--- config.mk ---
export PLATFORM = sky130hd
export DESIGN_NAME = multicycle_ctrl_flat
export DESIGN_NICKNAME = d
export VERILOG_FILES = /design/src/rtl/multicycle_ctrl_pkg.sv /design/src/rtl/multicycle_ctrl_if.sv /design/src/rtl/multicycle_ctrl_alu_op_decode.sv /design/src/rtl/multicycle_ctrl.sv /design/src/flat_wrapper.sv
export SDC_FILE = /design/constraint.sdc
export NUM_CORES = 1
export LEC_CHECK = 0
export CAP_MARGIN = 20
export CORE_UTILIZATION = 45
export DETAILED_ROUTE_END_ITERATION = 16
export PLACE_DENSITY = 0.85
export SKIP_CTS_REPAIR_TIMING = 1
export SLEW_MARGIN = 20
export SYNTH_ARGS = -nofsm -noshare
export SYNTH_HDL_FRONTEND = slang
export SYNTH_HIERARCHICAL = 1
export SYNTH_SLANG_ARGS = --single-unit
--- constraint.sdc ---
create_clock -name clk -period 3.6 [get_ports clk]
set_clock_uncertainty 0.15 [all_clocks]
set_input_delay 0.72 -clock clk [delete_from_list [all_inputs] [get_ports clk]]
set_output_delay 0.72 -clock clk [all_outputs]
set_load 0.1 [all_outputs]
--- src/rtl/multicycle_ctrl_pkg.sv ---
// Shared Scpu control constants: widths, opcode/funct codes, ALU op encodings,
// datapath select codes, controller state encoding and the decode dispatch helper.
package multicycle_ctrl_pkg;

  localparam int OPW     = 6;
  localparam int ALU_OPW = 3;

  localparam logic [OPW-1:0] OP_RTYPE = 6'b000000;
  localparam logic [OPW-1:0] OP_LW    = 6'b100011;
  localparam logic [OPW-1:0] OP_SW    = 6'b101011;
  localparam logic [OPW-1:0] OP_BEQ   = 6'b000100;
  localparam logic [OPW-1:0] OP_J     = 6'b000010;
  localparam logic [OPW-1:0] OP_ADDI  = 6'b001000;
  localparam logic [OPW-1:0] OP_ORI   = 6'b001101;

  localparam logic [OPW-1:0] FN_ADD = 6'b100000;
  localparam logic [OPW-1:0] FN_SUB = 6'b100010;
  localparam logic [OPW-1:0] FN_OR  = 6'b100101;

  // Encodings shared with the alu op port.
  localparam logic [ALU_OPW-1:0] ALU_ADD = 3'b000;
  localparam logic [ALU_OPW-1:0] ALU_SUB = 3'b001;
  localparam logic [ALU_OPW-1:0] ALU_OR  = 3'b010;
  localparam logic [ALU_OPW-1:0] ALU_CMP = 3'b011;

  localparam logic [1:0] SRCB_REG    = 2'd0;
  localparam logic [1:0] SRCB_FOUR   = 2'd1;
  localparam logic [1:0] SRCB_IMM    = 2'd2;
  localparam logic [1:0] SRCB_IMM_SH = 2'd3;

  localparam logic [1:0] PCSRC_ALU    = 2'd0;
  localparam logic [1:0] PCSRC_ALUOUT = 2'd1;
  localparam logic [1:0] PCSRC_JUMP   = 2'd2;

  typedef enum logic [3:0] {
    S_FETCH   = 4'd0,
    S_DECODE  = 4'd1,
    S_EXEC    = 4'd2,
    S_ALUWB   = 4'd3,
    S_MEMADR  = 4'd4,
    S_MEMRD   = 4'd5,
    S_MEMWR   = 4'd6,
    S_MEMWB   = 4'd7,
    S_BRANCH  = 4'd8,
    S_JUMP    = 4'd9,
    S_ILLEGAL = 4'd10
  } state_e;

  // Where DECODE dispatches each opcode; unknown opcodes trap.
  function automatic state_e decode_target(input logic [OPW-1:0] op);
    state_e nxt;
    case (op)
      OP_RTYPE, OP_ADDI, OP_ORI: nxt = S_EXEC;
      OP_LW, OP_SW:              nxt = S_MEMADR;
      OP_BEQ:                    nxt = S_BRANCH;
      OP_J:                      nxt = S_JUMP;
      default:                   nxt = S_ILLEGAL;
    endcase
    return nxt;
  endfunction

endpackage

--- src/rtl/multicycle_ctrl_if.sv ---
// Control bundle between the multicycle controller (master) and the Scpu datapath/memory (slave).
interface multicycle_ctrl_if;
  import multicycle_ctrl_pkg::*;

  logic [OPW-1:0]     opcode;
  logic [OPW-1:0]     funct;
  logic               alu_zero;
  logic               mem_ready;

  logic               ir_write;
  logic               pc_write;
  logic               iord;
  logic               mem_read;
  logic               mem_write;
  logic               alu_src_a;
  logic [1:0]         alu_src_b;
  logic [ALU_OPW-1:0] alu_op;
  logic [1:0]         pc_src;
  logic               reg_write;
  logic               reg_dst;
  logic               mem_to_reg;
  logic               illegal;

  modport master (
    input  opcode, funct, alu_zero, mem_ready,
    output ir_write, pc_write, iord, mem_read, mem_write, alu_src_a, alu_src_b,
           alu_op, pc_src, reg_write, reg_dst, mem_to_reg, illegal
  );

  modport slave (
    output opcode, funct, alu_zero, mem_ready,
    input  ir_write, pc_write, iord, mem_read, mem_write, alu_src_a, alu_src_b,
           alu_op, pc_src, reg_write, reg_dst, mem_to_reg, illegal
  );

endinterface

--- src/rtl/multicycle_ctrl_alu_op_decode.sv ---
// Combinational ALU op selection from funct / instruction class; flags unsupported R-type functs.
// Kept standalone so a single-cycle controller can reuse it unchanged.
module alu_op_decode
  import multicycle_ctrl_pkg::*;
(
  input  logic [OPW-1:0]     funct_i,
  input  logic               is_rtype_i,
  input  logic               is_ori_i,
  output logic [ALU_OPW-1:0] alu_op_o,
  output logic               funct_ok_o
);

  always_comb begin
    alu_op_o   = ALU_ADD;
    funct_ok_o = 1'b1;
    if (is_rtype_i) begin
      case (funct_i)
        FN_ADD:  alu_op_o = ALU_ADD;
        FN_SUB:  alu_op_o = ALU_SUB;
        FN_OR:   alu_op_o = ALU_OR;
        default: funct_ok_o = 1'b0;
      endcase
    end else if (is_ori_i) begin
      alu_op_o = ALU_OR;
    end
  end

endmodule

--- src/rtl/multicycle_ctrl.sv ---
// Multi-cycle main control FSM for the Scpu datapath: Moore decode of the state register,
// except pc_write in BRANCH (follows alu_zero) and FETCH completion (follows mem_ready).
module multicycle_ctrl
  import multicycle_ctrl_pkg::*;
(
  input  logic               clk,
  input  logic               rst,
  multicycle_ctrl_if.master  bus
);

  state_e             state_q, state_d;
  logic               illegal_q, illegal_d;
  logic               is_rtype, is_ori, funct_ok;
  logic [ALU_OPW-1:0] exec_op;

  assign is_rtype = (bus.opcode == OP_RTYPE);
  assign is_ori   = (bus.opcode == OP_ORI);

  alu_op_decode u_alu_op_decode (
    .funct_i    (bus.funct),
    .is_rtype_i (is_rtype),
    .is_ori_i   (is_ori),
    .alu_op_o   (exec_op),
    .funct_ok_o (funct_ok)
  );

  always_ff @(posedge clk) begin
    if (rst) begin
      state_q   <= S_FETCH;
      illegal_q <= 1'b0;
    end else begin
      state_q   <= state_d;
      illegal_q <= illegal_d;
    end
  end

  always_comb begin
    state_d = state_q;
    case (state_q)
      S_FETCH:   if (bus.mem_ready) state_d = S_DECODE;
      S_DECODE:  state_d = decode_target(bus.opcode);
      S_EXEC:    state_d = funct_ok ? S_ALUWB : S_ILLEGAL;
      S_ALUWB:   state_d = S_FETCH;
      S_MEMADR:  state_d = (bus.opcode == OP_SW) ? S_MEMWR : S_MEMRD;
      S_MEMRD:   if (bus.mem_ready) state_d = S_MEMWB;
      S_MEMWR:   if (bus.mem_ready) state_d = S_FETCH;
      S_MEMWB:   state_d = S_FETCH;
      S_BRANCH:  state_d = S_FETCH;
      S_JUMP:    state_d = S_FETCH;
      S_ILLEGAL: state_d = S_ILLEGAL;
      default:   state_d = S_FETCH;
    endcase
    illegal_d = illegal_q | (state_d == S_ILLEGAL);
  end

  always_comb begin
    bus.ir_write   = 1'b0;
    bus.pc_write   = 1'b0;
    bus.iord       = 1'b0;
    bus.mem_read   = 1'b0;
    bus.mem_write  = 1'b0;
    bus.alu_src_a  = 1'b0;
    bus.alu_src_b  = SRCB_REG;
    bus.alu_op     = ALU_ADD;
    bus.pc_src     = PCSRC_ALU;
    bus.reg_write  = 1'b0;
    bus.reg_dst    = 1'b0;
    bus.mem_to_reg = 1'b0;
    case (state_q)
      S_FETCH: begin
        bus.mem_read  = 1'b1;
        bus.alu_src_b = SRCB_FOUR;
        bus.ir_write  = bus.mem_ready;
        bus.pc_write  = bus.mem_ready;
      end
      S_DECODE: bus.alu_src_b = SRCB_IMM_SH;
      S_EXEC: begin
        bus.alu_src_a = 1'b1;
        bus.alu_src_b = is_rtype ? SRCB_REG : SRCB_IMM;
        bus.alu_op    = exec_op;
      end
      S_ALUWB: begin
        bus.reg_write = 1'b1;
        bus.reg_dst   = is_rtype;
      end
      S_MEMADR: begin
        bus.alu_src_a = 1'b1;
        bus.alu_src_b = SRCB_IMM;
      end
      S_MEMRD: begin
        bus.iord     = 1'b1;
        bus.mem_read = 1'b1;
      end
      S_MEMWR: begin
        bus.iord      = 1'b1;
        bus.mem_write = 1'b1;
      end
      S_MEMWB: begin
        bus.reg_write  = 1'b1;
        bus.mem_to_reg = 1'b1;
      end
      S_BRANCH: begin
        bus.alu_src_a = 1'b1;
        bus.alu_op    = ALU_CMP;
        bus.pc_src    = PCSRC_ALUOUT;
        bus.pc_write  = bus.alu_zero;
      end
      S_JUMP: begin
        bus.pc_src   = PCSRC_JUMP;
        bus.pc_write = 1'b1;
      end
      default: ;
    endcase
    // Reset wins in the same cycle, abandoning any stalled memory access.
    if (rst) begin
      bus.ir_write   = 1'b0;
      bus.pc_write   = 1'b0;
      bus.iord       = 1'b0;
      bus.mem_read   = 1'b0;
      bus.mem_write  = 1'b0;
      bus.alu_src_a  = 1'b0;
      bus.alu_src_b  = SRCB_REG;
      bus.alu_op     = ALU_ADD;
      bus.pc_src     = PCSRC_ALU;
      bus.reg_write  = 1'b0;
      bus.reg_dst    = 1'b0;
      bus.mem_to_reg = 1'b0;
    end
    bus.illegal = illegal_q;
  end

endmodule

--- src/flat_wrapper.sv ---
// flat-port wrapper written by rule: the top's interface ports become plain ports
module multicycle_ctrl_flat import multicycle_ctrl_pkg::*;
  (clk, rst, bus_opcode, bus_funct, bus_alu_zero, bus_mem_ready, bus_ir_write, bus_pc_write, bus_iord, bus_mem_read, bus_mem_write, bus_alu_src_a, bus_alu_src_b, bus_alu_op, bus_pc_src, bus_reg_write, bus_reg_dst, bus_mem_to_reg, bus_illegal);
  multicycle_ctrl_if bus_i ();
  input  logic clk;
  input  logic rst;
  input wire logic [$bits(bus_i.opcode)-1:0] bus_opcode;
  input wire logic [$bits(bus_i.funct)-1:0] bus_funct;
  input wire logic [$bits(bus_i.alu_zero)-1:0] bus_alu_zero;
  input wire logic [$bits(bus_i.mem_ready)-1:0] bus_mem_ready;
  output wire logic [$bits(bus_i.ir_write)-1:0] bus_ir_write;
  output wire logic [$bits(bus_i.pc_write)-1:0] bus_pc_write;
  output wire logic [$bits(bus_i.iord)-1:0] bus_iord;
  output wire logic [$bits(bus_i.mem_read)-1:0] bus_mem_read;
  output wire logic [$bits(bus_i.mem_write)-1:0] bus_mem_write;
  output wire logic [$bits(bus_i.alu_src_a)-1:0] bus_alu_src_a;
  output wire logic [$bits(bus_i.alu_src_b)-1:0] bus_alu_src_b;
  output wire logic [$bits(bus_i.alu_op)-1:0] bus_alu_op;
  output wire logic [$bits(bus_i.pc_src)-1:0] bus_pc_src;
  output wire logic [$bits(bus_i.reg_write)-1:0] bus_reg_write;
  output wire logic [$bits(bus_i.reg_dst)-1:0] bus_reg_dst;
  output wire logic [$bits(bus_i.mem_to_reg)-1:0] bus_mem_to_reg;
  output wire logic [$bits(bus_i.illegal)-1:0] bus_illegal;
  assign bus_i.opcode = bus_opcode;
  assign bus_i.funct = bus_funct;
  assign bus_i.alu_zero = bus_alu_zero;
  assign bus_i.mem_ready = bus_mem_ready;
  assign bus_ir_write = bus_i.ir_write;
  assign bus_pc_write = bus_i.pc_write;
  assign bus_iord = bus_i.iord;
  assign bus_mem_read = bus_i.mem_read;
  assign bus_mem_write = bus_i.mem_write;
  assign bus_alu_src_a = bus_i.alu_src_a;
  assign bus_alu_src_b = bus_i.alu_src_b;
  assign bus_alu_op = bus_i.alu_op;
  assign bus_pc_src = bus_i.pc_src;
  assign bus_reg_write = bus_i.reg_write;
  assign bus_reg_dst = bus_i.reg_dst;
  assign bus_mem_to_reg = bus_i.mem_to_reg;
  assign bus_illegal = bus_i.illegal;
  multicycle_ctrl u_core (.clk(clk), .rst(rst), .bus(bus_i));
endmodule
==> results.sh <==
export IMPL_routed_wl_um=2330
export IMPL_p_leak_uw=0.000439
export IMPL_ys_warnings_count=6
export IMPL_arrival_ns=2.54
export IMPL_syn_nets=124
export IMPL_violations="slew limit"
export IMPL_highest_layer="met4"
export IMPL_cts_tree="yes"
export IMPL_synth_seq_area_share=0.132
export IMPL_synth_top_cell_area_share=0.132
export IMPL_grt_pass1_vias=852
export IMPL_hold_path_class="flip-flop to flip-flop"
export IMPL_critPathRequiredTime_ns=2.73
export IMPL_timing_final_crit_period_ns=3.41
export IMPL_regToRegSetupSlack_ns=1.49
export IMPL_setup_violations_final=0
export IMPL_r2r_cells=4
export IMPL_worst_path_max_fanout=5
export IMPL_hold_path_cell_count=2
export IMPL_vdd_drop_max_uv=291
export IMPL_dieArea_um2=1850
export IMPL_numPlacedInstances=148
export IMPL_syn2layout_area_growth_pct=65.7
export IMPL_grt_max_degree=19
export IMPL_synth_area_leaders="dfxtp_1 13%, nor2_1 6.4%, a21oi_1 5.3%, nand2_1 5.0%, nand2b_1 5.0%"
export IMPL_synthArstFlopShare=0
export IMPL_ys_seq_elements=5
export IMPL_internal_power_uw=205
export IMPL_ant_nets=0
export IMPL_drc=0
export IMPL_finalNonFillerCells=152
export IMPL_fmax_mhz=294
export IMPL_numCtsBuffers=3
export IMPL_p_clk_frac=0.169
export IMPL_status="complete, but fails checks"
export IMPL_start_kind="input pin"
export IMPL_drt_met1_wl_um=937
export IMPL_cts_path_max_buffers=2
export IMPL_combPwrFrac=0.633
export IMPL_period_share=0.946
export IMPL_firstDrtPassIters=4
export IMPL_tightest_slew_ns=1.71
export IMPL_power_density_nw_per_um2=338
export IMPL_drive_above_1_share=0.235
export IMPL_fillerInstances=100
export IMPL_place_gp_congestion=0.860
export IMPL_port_buffers=31
export IMPL_vias=920
export IMPL_rsz0062_at_grt="no"
export IMPL_initial_utilization=0.492
export IMPL_antennaDiodeCount=0
export IMPL_p_switching_uw=219
export IMPL_slew_limit_headroom=-0.142
export IMPL_pin_count=33
export IMPL_core_um2=1540
export IMPL_finalHoldViolCount=0
export IMPL_synth_area_per_cell_um2=7.02
export IMPL_wl_per_cell_um=15.3
export IMPL_grtUsageTotal=0.263
export IMPL_antenna_found_initial=0
export IMPL_drtIter0Drc=27
export IMPL_root_buffer="clkbuf_4"
export IMPL_grt_pass1_wl_um=3720
export IMPL_path_clk_slew_ns=0.05
export IMPL_syn_area_um2=758
export IMPL_insertion_delay_ns=0.26
export IMPL_crit_path_end_kind="output port"
export IMPL_slew_violations=1
export IMPL_finish_utilization=0.815
export IMPL_switching_share=0.517
export IMPL_viasPerCell=6.05
export IMPL_synth_top_cell_by_area="dfxtp_1"
export IMPL_crit_type="input pin to output port"
export IMPL_die_y_um=43.1
export IMPL_grt_overflow_total=0
export IMPL_met2_wirelength_um=1200
export IMPL_ys_types=49
export IMPL_synth_main_ff_cell="dfxtp_1"
export IMPL_synth_edf_count=0
export IMPL_dpl_hpwl_um=1760
export IMPL_cts_sinks=5
export IMPL_nNetsFinal=153
export IMPL_h_tree_depth=1
export IMPL_synthCells=108
export IMPL_dr_wl_met3_um=159
export IMPL_rows=14
export IMPL_seqPwrFrac=0.198
export IMPL_maxCapViolCount=0
export IMPL_die_w_um=43.1
[synth_stat cells, types with 2 or more instances]
library cell and count:
buf_2 2, o21ai_0 3, nand2_1 10, or3b_1 2, dfxtp_1 5, nor2b_1 3
and3_1 2, nand3b_1 2, nor4b_1 2, clkbuf_1 4, nor2_1 13, inv_1 4
nand2b_1 6, a21oi_1 8, nor3_1 5, nor4_1 3, or2b_1 2
[power by group through the flow]
stage	Clock, µW	Sequential [µW]	Combinational [µW]
after floorplan	0	72.3	193
after global placement	0	83.4	264
after detailed placement	0	84.3	267
after CTS	73.8	83.3	268
after global routing	77.1	85.6	279
final	71.7	84.0	269
[metal layers]
| layer | vias to the layer above | track usage |
|---|---|---|
| li1 | 454 | - |
| met1 | 423 | 0.299 |
| met2 | 41 | 0.485 |
| met3 | 2 | 0.0298 |
| met4 | 0 | 0.115 |
| met5 | - | 0 |
[registers in the layout (all words and copies together) (netlist names)]
| name | cells |
|---|---|
| u_core/state_q | 4 |
| u_core/bus.illegal | 1 |
[critical path: stages]
cell and delay, ns:
clkdlybuf4s50_1 0.49, nor3_1 0.21, nand2_1 0.15, nor2_2 0.20, nand4b_1 0.12, o22ai_1 0.15, nand2_1 0.10, a21oi_2 0.20
buf_12 0.20
[path summary, 6_finish.rpt]
| path | from | endpoint |
|---|---|---|
| hold reg to reg | u_core/bus.illegal | u_core/bus.illegal |
| setup / recovery | bus_opcode[5] | bus_alu_op[1] |
| setup reg to reg | u_core/state_q[2] | u_core/bus.illegal |
| hold / removal | u_core/bus.illegal | u_core/bus.illegal |
[through the flow]
step / setup slack (ns) / TNS (ns) / cell area, µm² / hold slack (ns) / power, µW
3_5_place_dp: 0.141 / 0 / 1230 / 0.315 / 351
6_report: 0.194 / 0 / 1260 / 0.319 / 425
5_1_grt: 0.0546 / 0 / 1260 / 0.361 / 442
3_3_place_gp: 0.228 / 0 / 1230 / 0.300 / 347
2_1_floorplan: -0.286 / -0.849 / 796 / 0.577 / 265
4_1_cts: 0.145 / 0 / 1250 / 0.323 / 425
[kinds of logic (layout without fill, tap and decap cells)]
family	Yosys count	after routing	share of synthesized area
muxes	1	1	0.0132
other	1	1	0.00495
xor gates and xnor gates	1	1	0.0116
and+or+nand+nor	61	61	0.493
AOI/OAI and AO/OA	27	27	0.267
buffers and inverters	12	40	0.0775
DFF	5	5	0.132
[placed cells by master (no fill, tap or decap), types with 2 or more instances in the layout]
cell type / netlist / layout
nor2_1: 13 / 12
nor3_1: 5 / 5
inv_1: 4 / 4
nand2b_1: 6 / 6
clkbuf_4: 0 / 3
nor2b_1: 3 / 3
nand2_1: 10 / 10
or3b_1: 2 / 2
clkdlybuf4s50_1: 0 / 16
buf_12: 0 / 14
buf_4: 1 / 2
dfxtp_1: 5 / 5
nor4_4: 1 / 2
or2b_1: 2 / 2
and3_1: 2 / 2
o21ai_0: 3 / 3
a21oi_1: 8 / 7
nand3b_1: 2 / 2
[final cells by class]
type,count,area (µm²),area share
multi-input cells,91,639,0.509
clock buffers,4,26.3,0.0209
repair buffers,32,455,0.363
well taps,16,20.0,0.0159
inverters,4,15.0,0.0120
flip-flops and latches,5,100,0.0797
Note: power is estimated with default switching activity, not from simulation.
